--- src/rtl/usb_bag_pkg.sv ---
// Shared bag codes, state encoding and pending-bit layout for the usb bag scheduler.
// Response mapping lives here so the priority encoder and any future users agree on it.
package usb_bag_pkg;

  localparam int unsigned BTYPE_W = 4;
  localparam int unsigned PEND_W  = 4;
  localparam int unsigned IDX_W   = 2;
  localparam int unsigned CNT_W   = 16;
  localparam int unsigned ERR_W   = 8;

  typedef logic [BTYPE_W-1:0] btype_t;

  localparam btype_t BAG_INIT   = 4'h0;
  localparam btype_t BAG_DIDX   = 4'h5;
  localparam btype_t BAG_DPARAM = 4'h6;
  localparam btype_t BAG_DDIDX  = 4'h7;
  localparam btype_t BAG_DLINK  = 4'h8;
  localparam btype_t BAG_DTYPE  = 4'h9;
  localparam btype_t BAG_DTEMP  = 4'hA;
  localparam btype_t BAG_DHEAD  = 4'hC;
  localparam btype_t BAG_DATA0  = 4'hD;
  localparam btype_t BAG_DATA1  = 4'hE;

  // pend[3:0] = {LINK, TYPE, TEMP, DATA}
  localparam int unsigned P_DATA = 0;
  localparam int unsigned P_TEMP = 1;
  localparam int unsigned P_TYPE = 2;
  localparam int unsigned P_LINK = 3;

  typedef enum logic [2:0] {
    ST_IDLE,
    ST_RGAP,
    ST_DECODE,
    ST_PICK,
    ST_WAIT,
    ST_SEND,
    ST_REST
  } state_t;

  function automatic btype_t resp_map(input logic [IDX_W-1:0] idx);
    case (idx)
      IDX_W'(P_LINK): resp_map = BAG_DIDX;
      IDX_W'(P_TYPE): resp_map = BAG_DPARAM;
      IDX_W'(P_TEMP): resp_map = BAG_DDIDX;
      default:        resp_map = BAG_DHEAD;
    endcase
  endfunction

  // LINK/TYPE responses use the short turnaround, TEMP/DATA the long one
  function automatic logic is_ctrl(input logic [IDX_W-1:0] idx);
    is_ctrl = (idx == IDX_W'(P_LINK)) || (idx == IDX_W'(P_TYPE));
  endfunction

endpackage

--- src/rtl/usb_bag_prio.sv ---
// Fixed-priority pick of the next pending response (LINK > TYPE > TEMP > DATA)
// together with the bag type to transmit and its turnaround class.
module usb_bag_prio
  import usb_bag_pkg::*;
(
  input  logic [PEND_W-1:0]  pend,
  output logic               hit_c,
  output logic [IDX_W-1:0]   idx_c,
  output logic [BTYPE_W-1:0] btype_c,
  output logic               ctrl_c
);

  always_comb begin
    hit_c = |pend;
    idx_c = IDX_W'(P_DATA);
    if (pend[P_LINK])      idx_c = IDX_W'(P_LINK);
    else if (pend[P_TYPE]) idx_c = IDX_W'(P_TYPE);
    else if (pend[P_TEMP]) idx_c = IDX_W'(P_TEMP);
    btype_c = resp_map(idx_c);
    ctrl_c  = is_ctrl(idx_c);
  end

endmodule

--- src/rtl/usb_bag_sched.sv ---
// Command/response scheduler between the usb core and board logic: acks received bags,
// queues responses, drives the send handshake with turnaround gaps, and emits periodic data.
module usb_bag_sched
  import usb_bag_pkg::*;
#(
  parameter int unsigned CNUM = 32'h0030,
  parameter int unsigned DNUM = 32'h0050,
  parameter int unsigned WNUM = 32'd6250
)
(
  input  logic               clk,
  input  logic               rst,
  input  logic               fs_read,
  input  logic [BTYPE_W-1:0] read_btype,
  output logic               fd_read,
  output logic               fs_send,
  output logic [BTYPE_W-1:0] send_btype,
  input  logic               fd_send,
  input  logic               data_req,
  output logic               link,
  output logic               busy,
  output logic [ERR_W-1:0]   err_cnt
);

  localparam logic [CNT_W-1:0] CLAST = CNT_W'(CNUM - 1);
  localparam logic [CNT_W-1:0] DLAST = CNT_W'(DNUM - 1);
  localparam logic [CNT_W-1:0] WLAST = CNT_W'(WNUM - 1);

  state_t             state;
  logic [PEND_W-1:0]  pend;
  logic [BTYPE_W-1:0] rx_btype;
  logic               cur_ctrl;
  logic [CNT_W-1:0]   cnt;

  logic               hit_c;
  logic [IDX_W-1:0]   idx_c;
  logic [BTYPE_W-1:0] btype_c;
  logic               ctrl_c;
  logic [CNT_W-1:0]   wait_last_c;

  usb_bag_prio u_prio (
    .pend    (pend),
    .hit_c   (hit_c),
    .idx_c   (idx_c),
    .btype_c (btype_c),
    .ctrl_c  (ctrl_c)
  );

  assign wait_last_c = cur_ctrl ? CLAST : DLAST;

  always_ff @(posedge clk or posedge rst) begin
    if (rst) begin
      state      <= ST_IDLE;
      pend       <= '0;
      rx_btype   <= BAG_INIT;
      cur_ctrl   <= 1'b0;
      cnt        <= '0;
      fd_read    <= 1'b0;
      fs_send    <= 1'b0;
      send_btype <= BAG_INIT;
      link       <= 1'b0;
      busy       <= 1'b0;
      err_cnt    <= '0;
    end else begin
      case (state)
        ST_IDLE: begin
          if (fs_read) begin
            state    <= ST_RGAP;
            rx_btype <= read_btype;
            fd_read  <= 1'b1;
            busy     <= 1'b1;
          end else if (hit_c) begin
            state <= ST_PICK;
            busy  <= 1'b1;
          end else if (link) begin
            state <= ST_REST;
          end
        end
        // a read interrupts the idle period but keeps the elapsed count
        ST_REST: begin
          if (fs_read) begin
            state    <= ST_RGAP;
            rx_btype <= read_btype;
            fd_read  <= 1'b1;
            busy     <= 1'b1;
          end else if (cnt == WLAST) begin
            pend[P_DATA] <= 1'b1;
            cnt          <= '0;
            state        <= ST_PICK;
            busy         <= 1'b1;
          end else begin
            cnt <= cnt + CNT_W'(1);
          end
        end
        ST_RGAP: begin
          if (!fs_read) begin
            fd_read <= 1'b0;
            state   <= ST_DECODE;
          end
        end
        ST_DECODE: begin
          case (rx_btype)
            BAG_DLINK: begin
              link         <= 1'b1;
              pend[P_LINK] <= 1'b1;
            end
            BAG_DTYPE:            pend[P_TYPE] <= 1'b1;
            BAG_DTEMP:            pend[P_TEMP] <= 1'b1;
            BAG_DATA0, BAG_DATA1: pend[P_DATA] <= 1'b1;
            BAG_INIT: begin
              link <= 1'b0;
              pend <= '0;
            end
            default: if (err_cnt != '1) err_cnt <= err_cnt + ERR_W'(1);
          endcase
          state <= ST_IDLE;
          busy  <= 1'b0;
        end
        ST_PICK: begin
          if (hit_c) begin
            cur_ctrl    <= ctrl_c;
            send_btype  <= btype_c;
            pend[idx_c] <= 1'b0;
            cnt         <= '0;
            state       <= ST_WAIT;
          end else begin
            state <= ST_IDLE;
            busy  <= 1'b0;
          end
        end
        ST_WAIT: begin
          if (cnt == wait_last_c) begin
            fs_send <= 1'b1;
            state   <= ST_SEND;
          end else begin
            cnt <= cnt + CNT_W'(1);
          end
        end
        ST_SEND: begin
          if (fd_send) begin
            fs_send <= 1'b0;
            cnt     <= '0;
            state   <= ST_IDLE;
            busy    <= 1'b0;
          end
        end
        default: begin
          state <= ST_IDLE;
          busy  <= 1'b0;
        end
      endcase
      // a board request in the same cycle as a clear of the DATA bit wins
      if (data_req) pend[P_DATA] <= 1'b1;
    end
  end

endmodule

--- config.mk ---
export PLATFORM = sky130hd
export DESIGN_NAME = usb_bag_sched
export DESIGN_NICKNAME = d
export VERILOG_FILES = /design/src/rtl/usb_bag_pkg.sv /design/src/rtl/usb_bag_prio.sv /design/src/rtl/usb_bag_sched.sv
export SDC_FILE = /design/constraint.sdc
export NUM_CORES = 1
export LEC_CHECK = 0
export ABC_CLOCK_PERIOD_IN_PS = 2800
export BUFFER_PORTS_ARGS = -buffer_cell sky130_fd_sc_hd__buf_4
export CELL_PAD_IN_SITES_DETAIL_PLACEMENT = 0
export CELL_PAD_IN_SITES_GLOBAL_PLACEMENT = 2
export CORE_ASPECT_RATIO = 1.25
export CORE_MARGIN = 2
export CORE_UTILIZATION = 30
export CTS_BUF_LIST = sky130_fd_sc_hd__clkbuf_2
export DETAILED_ROUTE_END_ITERATION = 8
export PLACE_DENSITY = 0.72
export SLEW_MARGIN = 15
export SYNTH_ARGS = -nofsm -noshare
export SYNTH_HDL_FRONTEND = slang
export SYNTH_SLANG_ARGS = --single-unit
--- constraint.sdc ---
create_clock -name clk -period 2.8 [get_ports clk]
set_input_delay 0.42 -clock clk [delete_from_list [all_inputs] [get_ports clk]]
set_output_delay 0.42 -clock clk [all_outputs]
set_load 0.01 [all_outputs]
==> key figures, run 1 <==
Routing
  • DR vias/cell: roughly 5.4
  • DRC violations left: 0
  • Final WL: slightly above 6 mm
  • Remaining antenna violation count: 0
  • Initial DRC Count: between 100 and 150
  • DR pass1 iterations: 4
  • Via count: 2172
  • WL per Instance: around 15 um

Setup path
  • R2R depth: 5
  • CP Launch Type: register
  • Critical path class: register to register
  • Required @ worst endpoint: 3130 ps
  • CP arrival: about 2700 ps
  • Setup crit end kind: register
  • R2r setup slk: between 300 and 400 ps
  • CP Max Fanout: 27

STA
  • Final WS setup: around 400 ps
  • Unrepaired setup endpoints after global routing: no
  • WHS: between 150 and 200 ps
  • Final setup fails: 0
  • Worst Clk Skew: ~16 ps
  • Worst slew pin tran: between 900 and 1000 ps
  • Final count of hold timing violations: 0
  • Final TNS setup: 0 ps
  • Tmin final: about 2400 ps
  • Max Slew Vio Count: 0
  • Slew HR: 0.347
  • Period utilisation layout: 0.858
  • FMAX: 0.416 GHz

Global route
  • Total gr overflow: 0
  • Global-route wire length before repair: 10.8 mm
  • Pin count of the biggest net entering global routing: 45
  • Met2 usage: 0.248
  • Vias in the first global route: between 2k and 2.5k
  • GR peak layer: met2
  • Met1 Use GR: 0.184
  • M3 GR Usage: 0.0214
  • GR Util All Layers: 0.142
  • Number of antenna violations at the first check in global routing: 0

Synth
  • Post-synth EDFFs: 0
  • Post-Syn Instances: 276
  • Sequential share of the synthesized area: 0.421
  • #FFs+latches synth: 44
  • Ys async rst share: 1.00
  • Synthesized area per cell: ~9.5 um2
  • Post-synthesis cell type count: a little over 50
  • Primary FF master, synth: dfrtp_1
  • Yosys warns: 0
  • Post-Syn Area: around 2600 um2
  • Syn nets: slightly below 300

Clocking
  • Hold Buf Count CTS: 0
  • Setup Buffers After CTS: 0
  • H-tree depth: 2
  • Clock tree buffer depth: 2
  • Clk root buf: clkbuf_2
  • Clock-pin slew on the worst setup and hold paths: approximately 250 ps
  • PostCTS Resize Cnt: 0
  • Later-pin clock latency in the skew report: 420 ps
  • CTS buffer count: 5
  • # clock sinks: 44
  • CTS tree: yes

Final layout
  • P&R area growth vs syn: 11.6%
  • Fill cell count: between 900 and 1k
  • # diodes: 0
  • Fin cells: 400
  • Final Util: 0.341
  • Nets@finish: between 300 and 400
  • Share of cells above drive strength 1: 0.170

Power
  • Leak: 1.27 nW
  • Worst vdd ir: between 0.3 and 0.4 mV
  • PD cells: ~880 nW/um2

Die
  • Die area: 9490 um2
  • Die Span Y: roughly 110 um
  • # rows: 38
  • Initial cell density of the core: 0.306
  • Total core area: approximately 8600 um2
  • Die W: between 80 and 90 um
  • Ports: 25

Place
  • Port Buffer Count: 24
  • Final GP Congestion: slightly above 0.7
  • Inst Count DP: 392
  • DP HPWL: roughly 4.4 mm
  • Pre-CTS setup slack: about 410 ps

Hold path
  • Worst Hold Class: input port to asynchronous set/reset pin

Status
  • Outcome: completed

Job
  • Max cap viols: 0
## cells in the final DEF, fill, tap and decap left out, types with 2 or more instances in the layout
cell type,Yosys,final
o31ai_1,12,12
o21ai_0,18,18
ha_1,9,9
clkbuf_2,0,5
nor3b_1,2,2
clkinv_2,0,2
mux2i_1,2,2
and3_1,5,5
xnor2_1,7,7
xor2_1,5,5
and2_1,4,4
nand4_1,10,10
a211oi_1,3,3
a32oi_1,2,2
nand3_1,10,10
or3_1,3,3
and3b_1,2,2
nand2b_1,3,3
a21oi_1,23,23
dfrtp_1,44,44
mux2_2,6,6
nor4_1,2,2
nand2_1,25,25
buf_4,3,30
nor3_1,5,5
nor2_1,14,14
or4_1,12,12
nor2b_1,4,4
inv_1,9,8
## synthesized netlist by cell type (2+ instances only)
cell type | number | area share
nor4_1 | 2 | 0.0048
inv_1 | 9 | 0.013
and2_1 | 4 | 0.0096
and3_1 | 5 | 0.012
clkbuf_1 | 4 | 0.0057
mux2_2 | 6 | 0.026
nand4_1 | 10 | 0.024
o31ai_1 | 12 | 0.034
mux2i_1 | 2 | 0.0076
or3_1 | 3 | 0.0072
xor2_1 | 5 | 0.017
a211oi_1 | 3 | 0.0086
xnor2_1 | 7 | 0.023
and3b_1 | 2 | 0.0067
nand3_1 | 10 | 0.019
buf_6 | 3 | 0.013
or4_1 | 12 | 0.034
dfrtp_1 | 44 | 0.42
nor2b_1 | 4 | 0.0096
a32oi_1 | 2 | 0.0067
o21ai_0 | 18 | 0.034
nor3b_1 | 2 | 0.0057
nor3_1 | 5 | 0.0096
nor2_1 | 14 | 0.020
buf_2 | 4 | 0.0076
buf_4 | 3 | 0.0086
ha_1 | 9 | 0.043
nand2b_1 | 3 | 0.0072
nand2_1 | 25 | 0.036
a21oi_1 | 23 | 0.044
## registers in the layout, summed over array words and instances, names as in the netlist, 3 cells and up
signal / cells
cnt: 16
err_cnt: 8
pend: 4
rx_btype: 4
send_btype: 4
state: 3
## critical path, cell delays in order, from the launching register on
cell and delay (ps):
dfrtp_1 690, nand3b_2 220, nand2b_1 350, and2_4 300, nor4_1 380, mux2_1 360
## metrics by stage
stage	power (W)	cell area [um2]
2_1_floorplan	0.00194	2620
3_3_place_gp	0.00229	2880
3_5_place_dp	0.00231	2880
4_1_cts	0.00260	2920
5_1_grt	0.00282	2920
6_report	0.00256	2920
## report_power, final
group / switching [W] / internal [W]
clock network: 0.000230 / 0.0000608
registers: 0.000271 / 0.000823
logic: 0.000645 / 0.000528
## final timing paths
kind,startpoint,end
worst max-delay path,state[1]$_DFFE_PP0P_,cnt[15]$_DFFE_PP0P_
worst min-delay path,rst,send_btype[2]$_DFFE_PP0P_
worst max register to register,state[1]$_DFFE_PP0P_,cnt[15]$_DFFE_PP0P_
worst min register to register,send_btype[2]$_DFFE_PP0P_,send_btype[2]$_DFFE_PP0P_
max in group asynchronous,rst,state[2]$_DFFE_PP0P_
min in group clk,read_btype[0],rx_btype[0]$_DFFE_PP0P_
## layout make-up
cell class | count | area, um2 | area share
Tap cell | 100 | 125 | 0.0428
Inverter | 9 | 33.8 | 0.0116
Clock buffer | 5 | 25.0 | 0.00857
Multi-Input combinational cell | 209 | 1390 | 0.476
Sequential cell | 44 | 1100 | 0.377
Clock inverter | 3 | 18.8 | 0.00643
Timing Repair Buffer | 30 | 225 | 0.0771
## logic make-up (layout without fill, tap and decap cells)
logic type	Yosys count	after routing	synth area share
AO/OA/AOI/OAI	69	69	0.166
XOR/XNOR	12	12	0.0402
adder cells (fa/ha/maj)	9	9	0.0430
buffers and inverters	23	47	0.0478
flip-flops	44	44	0.421
multiplexers	9	9	0.0378
AND/OR/NAND/NOR	110	110	0.245
## metal layers
| metal | up-vias | part of all wire |
|---|---|---|
| met5 | - | 0 |
| met1 | 1060 | 0.44 |
| met4 | 0 | 0.0071 |
| li1 | 1075 | - |
| met3 | 4 | 0.026 |
| met2 | 33 | 0.52 |
Power figures use the tool's default switching activity.
==> run 2: changes to the inputs <==
--- a/config.mk
+++ b/config.mk
@@ -5,7 +5,7 @@
 export SDC_FILE = /design/constraint.sdc
 export NUM_CORES = 1
 export LEC_CHECK = 0
-export ABC_CLOCK_PERIOD_IN_PS = 2800
+export ABC_CLOCK_PERIOD_IN_PS = 3100
 export BUFFER_PORTS_ARGS = -buffer_cell sky130_fd_sc_hd__buf_4
 export CELL_PAD_IN_SITES_DETAIL_PLACEMENT = 0
 export CELL_PAD_IN_SITES_GLOBAL_PLACEMENT = 2
@@ -15,6 +15,7 @@
 export CTS_BUF_LIST = sky130_fd_sc_hd__clkbuf_2
 export DETAILED_ROUTE_END_ITERATION = 8
 export PLACE_DENSITY = 0.72
+export SKIP_LAST_GASP = 1
 export SLEW_MARGIN = 15
 export SYNTH_ARGS = -nofsm -noshare
 export SYNTH_HDL_FRONTEND = slang
==> constraint.sdc (replaced) <==
create_clock -name clk -period 3.1 [get_ports clk]
set_input_delay 0.465 -clock clk [delete_from_list [all_inputs] [get_ports clk]]
set_output_delay 0.465 -clock clk [all_outputs]
set_load 0.01 [all_outputs]
==> run 2 against run 1 <==
Against the previous run: utilization is 0.10 points lower; first-iteration DRC count down 27%; final area is 0.30% lower; fmax hardly changed; clock power decreased by 5%; sequential share of layout area increased by 0.11 points; worst hold slack better by 36 ps; clock skew up 6.3 ps; sequential power down 9%; total power down 10%; largest cell class unchanged.
==> key figures, run 2 (synthesized netlist as in run 1, its figures left out) <==
STA
  • Final TNS setup: 0 ps
  • Tmin final: between 2000 and 2500 ps
  • Worst slew pin tran: 977 ps
  • Worst Clk Skew: 22.3 ps
  • Slew HR: 0.348
  • Period utilisation layout: 0.776
  • Unrepaired setup endpoints after global routing: no
  • Final WS setup: between 600 and 700 ps
  • Final setup fails: 0
  • FMAX: 0.416 GHz
  • Max Slew Vio Count: 0
  • Final count of hold timing violations: 0

Power
  • Leak: about 1.3 nW
  • PD cells: around 790 nW/um2
  • Worst vdd ir: between 0.3 and 0.4 mV

Clocking
  • CTS buffer count: 5
  • Clock-pin slew on the worst setup and hold paths: between 200 and 300 ps
  • H-tree depth: 2
  • Later-pin clock latency in the skew report: approximately 430 ps
  • Clk root buf: clkbuf_2
  • PostCTS Resize Cnt: 0
  • CTS tree: yes
  • Hold Buf Count CTS: 0
  • Clock tree buffer depth: 2
  • # clock sinks: between 40 and 50
  • Setup Buffers After CTS: 0

Setup path
  • CP top delay family: simple AND/OR/NAND/NOR gates
  • Critical path class: register to register
  • CP Max Fanout: 27
  • CP arrival: 2730 ps
  • Setup crit end kind: register
  • CP cell instances: nand3b_2, nand2b_1, and2_4, nor4_1, mux2_1
  • Crit-path slowest cell: dfrtp_1
  • CP Launch Type: register
  • Required @ worst endpoint: 3430 ps
  • CP bufs+invs: 0
  • Slowest Stage Delay on Critical Path: 620 ps

Routing
  • Initial DRC Count: 74
  • WL per Instance: 15.7 um
  • Final WL: a little over 6 mm
  • Via count: ~2.2k
  • DR vias/cell: 5.41
  • DR pass1 iterations: 4
  • DRC violations left: 0
  • Remaining antenna violation count: 0

Job
  • Max cap viols: 0

Final layout
  • Share of cells above drive strength 1: 0.164
  • Most frequent cells in the layout: dfrtp_1, buf_4, nand2_1
  • # diodes: 0
  • Leading cell type in the layout, fill and taps excluded: dfrtp_1
  • Nets@finish: between 300 and 400
  • Top reg by flops: cnt
  • Max reg flops: 16
  • Largest regs: cnt (16), err_cnt (8)
  • P&R area growth vs syn: 11.2%

Die
  • Die area: 9490 um2
  • Initial cell density of the core: 0.306
  • Die W: ~88 um
  • Total core area: about 8600 um2
  • # rows: 38
  • Ports: 25
  • Die Span Y: around 110 um

Place
  • Port Buffer Count: 24
  • Pre-CTS setup slack: around 740 ps
  • DP HPWL: 4.51 mm
  • Final GP Congestion: 0.764

Global route
  • Number of antenna violations at the first check in global routing: 0
  • Global-route wire length before repair: 10.4 mm
  • GR Util All Layers: 0.139
  • Pin count of the biggest net entering global routing: 45
  • Total gr overflow: 0
  • Vias in the first global route: 2094

Status
  • Outcome: completed

Hold path
  • Worst Hold Class: input port to asynchronous set/reset pin
run 2: per-layer routing:
| metal | global-route usage | vias to the layer above | routed length (um) |
|---|---|---|---|
| li1 | - | 1064 | - |
| met1 | 0.162 | 1061 | 2700 |
| met2 | 0.260 | 25 | 3390 |
| met3 | 0.0229 | 4 | 107 |
| met4 | 0.0297 | 0 | 39 |
| met5 | 0 | - | 0 |
run 2: final timing paths:
kind	start	end	slack [ps]	cells past startpoint
setup / recovery	state[2]$_DFFE_PP0P_	cnt[15]$_DFFE_PP0P_	700	5
hold / removal	rst	send_btype[2]$_DFFE_PP0P_	220	2
setup reg to reg	state[2]$_DFFE_PP0P_	cnt[15]$_DFFE_PP0P_	700	5
hold reg to reg	err_cnt[6]$_DFFE_PP0P_	err_cnt[6]$_DFFE_PP0P_	520	1
max in group asynchronous	rst	cnt[0]$_DFFE_PP0P_	2270	2
min in group clk	read_btype[3]	rx_btype[3]$_DFFE_PP0P_	250	2
run 2: final cells by class:
class | instances | area [um2]
fill | 947 | 5650
inverter | 9 | 33.8
timing repair buffer | 28 | 210
sequential | 44 | 1100
multi-input combinational | 209 | 1390
clock buffer | 5 | 25.0
clock inverter | 3 | 25.0
tap | 100 | 125
run 2: metrics by stage:
step           utilization  hold slack (ps)  area [um2]  cells  total power (W)
2_1_floorplan            -              463        2620    276          0.00175
3_3_place_gp         0.334              480        2860    390          0.00205
3_5_place_dp         0.334              475        2860    390          0.00206
4_1_cts              0.340              206        2910    398          0.00235
5_1_grt              0.340              197        2910    398          0.00253
6_report             0.340              218        2910    398          0.00230
run 2: report_power, final:
group	leakage (nW)	switching, W	internal (W)
combinational	0.664	0.000576	0.000455
sequential	0.562	0.000251	0.000743
clock	0.0300	0.000214	0.0000618
